`config.mk`:
```
export PLATFORM = sky130hd
export DESIGN_NAME = fruit_rom_arbiter
export DESIGN_NICKNAME = d
export VERILOG_FILES = /design/src/rtl/fruit_rom_arbiter.sv
export SDC_FILE = /design/constraint.sdc
export NUM_CORES = 1
export LEC_CHECK = 0
export BUFFER_PORTS_ARGS = -buffer_cell sky130_fd_sc_hd__buf_2
export CAP_MARGIN = 15
export CORE_MARGIN = 5
export CORE_UTILIZATION = 36
export CTS_CLUSTER_DIAMETER = 120
export CTS_CLUSTER_SIZE = 10
export DETAILED_ROUTE_END_ITERATION = 16
export GPL_TIMING_DRIVEN = 0
export HOLD_SLACK_MARGIN = 0.06
export PLACE_DENSITY_LB_ADDON = 0.12
export SYNTH_ARGS = -nofsm -noshare
export SYNTH_HDL_FRONTEND = slang
export SYNTH_SLANG_ARGS = --single-unit
```
`constraint.sdc`:
```
create_clock -name clk -period 5 [get_ports clk]
set_input_delay 0.75 -clock clk [delete_from_list [all_inputs] [get_ports clk]]
set_output_delay 0.75 -clock clk [all_outputs]
set_load 0.005 [all_outputs]
```
`src/rtl/fruit_rom_arbiter.sv`:
```
// Round-robin burst arbiter that shares one synchronous-read template ROM between
// NREQ matching engines and returns each read word tagged to the owning requester.
module fruit_rom_arbiter #(
   parameter int ADDR_WIDTH = 11,
   parameter int DATA_WIDTH = 8,
   parameter int NREQ       = 3,
   parameter int RD_LATENCY = 1
) (
   input  logic                       clk,
   input  logic                       rst_n,
   input  logic [NREQ-1:0]            req,
   input  logic [NREQ*ADDR_WIDTH-1:0] req_addr,
   input  logic [NREQ*ADDR_WIDTH-1:0] req_len,
   output logic [NREQ-1:0]            req_ack,
   output logic [NREQ-1:0]            rd_valid,
   output logic [DATA_WIDTH-1:0]      rd_data,
   output logic                       rd_last,
   output logic                       busy,
   output logic [ADDR_WIDTH-1:0]      rom_addr,
   input  logic [DATA_WIDTH-1:0]      rom_rd_data
);

   localparam int IW = $clog2(NREQ);
   localparam int DW = (RD_LATENCY > 1) ? $clog2(RD_LATENCY) : 1;

   localparam logic [1:0] IDLE  = 2'd0;
   localparam logic [1:0] BURST = 2'd1;
   localparam logic [1:0] DRAIN = 2'd2;

   logic [1:0]                       state;
   logic [IW-1:0]                    last_grant;
   logic [IW-1:0]                    pick;
   logic [IW-1:0]                    cand;
   logic                             found;
   logic [ADDR_WIDTH-1:0]            sel_addr;
   logic [ADDR_WIDTH-1:0]            sel_len;
   logic [NREQ-1:0]                  owner_oh;
   logic [ADDR_WIDTH-1:0]            cnt;
   logic [DW-1:0]                    drain_cnt;
   logic [NREQ-1:0]                  issue_vec;
   logic                             issue_last;
   logic [RD_LATENCY-1:0][NREQ-1:0]  pipe_valid;
   logic [RD_LATENCY-1:0]            pipe_last;

   // Search upward from the previous winner so no requester can be starved.
   always_comb begin
      int idx;
      found    = 1'b0;
      pick     = '0;
      cand     = '0;
      idx      = 0;
      sel_addr = '0;
      sel_len  = '0;
      for (int k = 1; k <= NREQ; k++) begin
         idx = int'(last_grant) + k;
         if (idx >= NREQ) idx = idx - NREQ;
         cand = IW'(idx);
         if (!found && req[cand]) begin
            found = 1'b1;
            pick  = cand;
         end
      end
      for (int i = 0; i < NREQ; i++) begin
         if (pick == IW'(i)) begin
            sel_addr = req_addr[i*ADDR_WIDTH +: ADDR_WIDTH];
            sel_len  = req_len[i*ADDR_WIDTH +: ADDR_WIDTH];
         end
      end
   end

   always_comb begin
      issue_vec  = (state == BURST) ? owner_oh : '0;
      issue_last = (state == BURST) && (cnt == '0);
   end

   always_ff @(posedge clk or negedge rst_n) begin
      if (!rst_n) begin
         state      <= IDLE;
         last_grant <= IW'(NREQ-1);
         owner_oh   <= '0;
         rom_addr   <= '0;
         cnt        <= '0;
         drain_cnt  <= '0;
         req_ack    <= '0;
      end else begin
         req_ack <= '0;
         case (state)
            IDLE: begin
               if (found) begin
                  state      <= BURST;
                  last_grant <= pick;
                  owner_oh   <= NREQ'(1) << pick;
                  req_ack    <= NREQ'(1) << pick;
                  rom_addr   <= sel_addr;
                  cnt        <= sel_len;
               end
            end
            BURST: begin
               if (cnt == '0) begin
                  state     <= DRAIN;
                  drain_cnt <= DW'(RD_LATENCY-1);
               end else begin
                  rom_addr <= rom_addr + ADDR_WIDTH'(1);
                  cnt      <= cnt - ADDR_WIDTH'(1);
               end
            end
            DRAIN: begin
               if (drain_cnt == '0) state <= IDLE;
               else drain_cnt <= drain_cnt - DW'(1);
            end
            default: state <= IDLE;
         endcase
      end
   end

   // Issue tags travel alongside the ROM's own read latency.
   always_ff @(posedge clk or negedge rst_n) begin
      if (!rst_n) begin
         pipe_valid <= '0;
         pipe_last  <= '0;
      end else begin
         pipe_valid[0] <= issue_vec;
         pipe_last[0]  <= issue_last;
         for (int s = 1; s < RD_LATENCY; s++) begin
            pipe_valid[s] <= pipe_valid[s-1];
            pipe_last[s]  <= pipe_last[s-1];
         end
      end
   end

   assign rd_valid = pipe_valid[RD_LATENCY-1];
   assign rd_last  = pipe_last[RD_LATENCY-1];
   assign rd_data  = rom_rd_data;
   assign busy     = (state != IDLE);

endmodule

```
==> results.yml <==
status:
  status: "finished, final reports clean"
power:
  p_leak_uw: 0.001493
  swShare_pct: 42.55
  power_uw: 1545
  p_switching_uw: 657.2
  power_frac_seq_pct: 34.8
  ir_drop_v: 0.0003393
  p_int_uw: 887.5
  powerDensity_nw_per_um2: 492.6
  clock_power_share_pct: 13.3
  pwr-share-comb_pct: 51.8
sta:
  fmax_mhz: 295.5
  rsz0062_at_grt: "false"
  finalSetupViolCount: 0
  finalHoldViolCount: 0
  worst_slack_ns: 1.616
  fin_crit_sh_pct: 67.67
  skew_ns: 0.01053
  slew_viol_final: 0
  slew_headroom_pct: 30.65
  final.setup.tns_ns: 0
  worst_pin_slew_ns: 1.040
  fin_crit_ns: 3.384
drt:
  initialDrtViolationCount: 122
  drtAntennaViolNets: 0
  drc: 0
  wl_per_cell_microns: 16.22
  avgViaCountPerCell: 5.519
  wl_microns: 7591
  vias: 2583
  first_pass_iters: 4
grt:
  grt_first_pass_wirelength_microns: 12820
  grt_max_degree: 37
  antenna_found_initial: 0
  grt_overflow_total: 0
  grt_pass1_vias: 2666
  grtUsageTotal_pct: 18.38
cts:
  clk_pin_slew_ns: 0.07
  clock-sinks: 36
  cts_tree: "yes"
  ctsHoldBuffers: 0
  clk_latency_ns: 0.30
  post_cts_resized: 0
  cts_buffers: 5
  clockBufferDepth: 2
  htreeDepth: 2
  root_buffer: "clkbuf_8"
  postCtsSetupBuffers: 0
logic_synthesis:
  async_flop_share_pct: 100.0
  netlist_top_cells_area: "dfrtp_1, mux2i_1, o21ai_0"
  avgSynthCellArea_sq_um: 8.723
  ys_ff_latch: 36
  synth_nets: 367
  synth_top_area_cell: "dfrtp_1"
  synth_top_area_share_pct: 35.48
  yosysUniqueCellTypes: 59
  syn_inst: 283
  synthFlopType: "dfrtp_1"
  synth-edff-count: 0
  synth_area_sq_um: 2469
  seq_area_frac_synth_pct: 36.54
  yosysWarnings: 0
floorplan:
  core-area_sq_um: 6719
  io-pin-count: 106
  initial_utilization_pct: 36.74
  die-area_sq_um: 8614
  rows: 30
  die_y_microns: 92.81
  die_w_microns: 92.81
placement:
  routabilityCongestion: 0.8485
  port_buffers: 97
  hpwl_microns: 5877
  placed_cell_area_sq_um: 3054
  dp_slack_ns: 1.663
final_layout:
  num-fill-cells: 702
  final_util_pct: 46.67
  area_delta_synth_final_pct: 27.01
  drive_gt1_share_pct: 33.25
  fin_nets: 471
  stdcell_area_sq_um: 3136
  layout_common_cells: "buf_2, dfrtp_1, nor2_1"
  layout_commonest_cell: "buf_2"
  antenna_cells: 0
setup_path:
  end_kind: "flop"
  crit_type: "flop to flop"
  r2r_end: "rom_addr[2]"
  r2r-start: "last_grant[1]"
  reg2reg_depth: 9
  cp_max_fo: 10
  r2r_setup_slack_ns: 1.62
  crit_arrival_ns: 3.59
  worstSetupStartpointType: "flop"
  critPathRequiredTime_ns: 5.21
hold_path:
  holdPathStages: 1
  hp-class: "flop to flop"
  whs_endpoint: "owner_oh[0]"
  hold_start: "owner_oh[0]"
run:
  maxCapViolCount: 0
[stage by stage]
| step | cells | hold WS (ns) |
|---|---|---|
| 2_1_floorplan | 283 | 0.4411 |
| 3_3_place_gp | 460 | 0.4515 |
| 3_5_place_dp | 460 | 0.4582 |
| 4_1_cts | 468 | 0.4743 |
| 5_1_grt | 468 | 0.5107 |
| 6_report | 468 | 0.4728 |
[layer usage]
layer,vias up,global-route usage (%),share of wire (%)
li1,1262,-,-
met1,1237,23.43,43
met2,74,30.11,48
met3,10,4.305,6.9
met4,0,6.960,1.9
met5,-,0,0
[cells by family after synthesis]
| group | share of synthesized area (%) |
|---|---|
| AOI/OAI and AO/OA | 24.48 |
| xor gates and xnor gates | 0.3549 |
| adders and majority gates | 2.534 |
| buffers and inverters | 6.639 |
| DFF | 36.54 |
| muxes | 9.123 |
| and+or+nand+nor | 20.32 |
[worst max-delay path: stages (launching register included)]
cell and delay (ns):
dfstp_2 0.54, inv_1 0.06, ha_1 0.34, mux2_1 0.33, a222oi_1 0.91, nand2_1 0.23, o21ai_2 0.35, buf_2 0.29
o21ai_0 0.13, o211ai_1 0.10
[power by group through the flow]
stage          combinational, uW  clock (uW)  sequential (uW)
2_1_floorplan                586           0              517
3_3_place_gp                 797           0              539
3_5_place_dp                 808           0              542
4_1_cts                      812         211              537
5_1_grt                      911         223              560
6_report                     801         206              538
[worst max-delay path by stage]
stage / depth (start not counted) / end / slack, ns / from
after floorplan: 9 / cnt[7] / 2.07 / last_grant[1]
after global placement: 9 / rom_addr[2] / 1.66 / last_grant[1]
after detailed placement: 9 / rom_addr[5] / 1.66 / last_grant[1]
after CTS: 9 / rom_addr[5] / 1.63 / last_grant[1]
after global routing: 9 / rom_addr[10] / 1.25 / last_grant[0]
final: 9 / rom_addr[2] / 1.62 / last_grant[1]
[cell type report]
class / count / area [sq um] / share of cell area [%]
clock buffers: 7 / 76.32 / 2.434
well taps: 80 / 100.1 / 3.192
flip-flops and latches: 36 / 902.1 / 28.77
plain buffers: 16 / 107.6 / 3.432
inverters: 15 / 56.30 / 1.796
repair buffers: 97 / 485.5 / 15.48
multi-input cells: 216 / 1403 / 44.73
clock inverters: 1 / 5.005 / 0.1596
[synthesized netlist by cell type (3+ instances only)]
cell type and instances:
nor3_1 10, o21ai_0 21, clkbuf_1 4, nor2_1 23, and3_1 8, and2_1 5
a31oi_1 5, mux2i_1 18, a21oi_1 18, nand3_1 18, ha_1 5, nor3b_1 3
o21a_1 3, inv_1 13, a211oi_1 3, mux2_2 3, dfrtp_1 35, o211ai_1 7
o21ai_1 3, nand2_1 16, buf_4 9, a221oi_1 3
[sequential cells by signal, indices dropped and copies added, names as in the netlist]
| name | cells |
|---|---|
| last_grant | 2 |
| cnt | 11 |
| rd_last | 1 |
| owner_oh | 3 |
| req_ack | 3 |
| state | 2 |
| rd_valid | 3 |
| rom_addr | 11 |
Note: power is estimated with default switching activity, not from simulation.
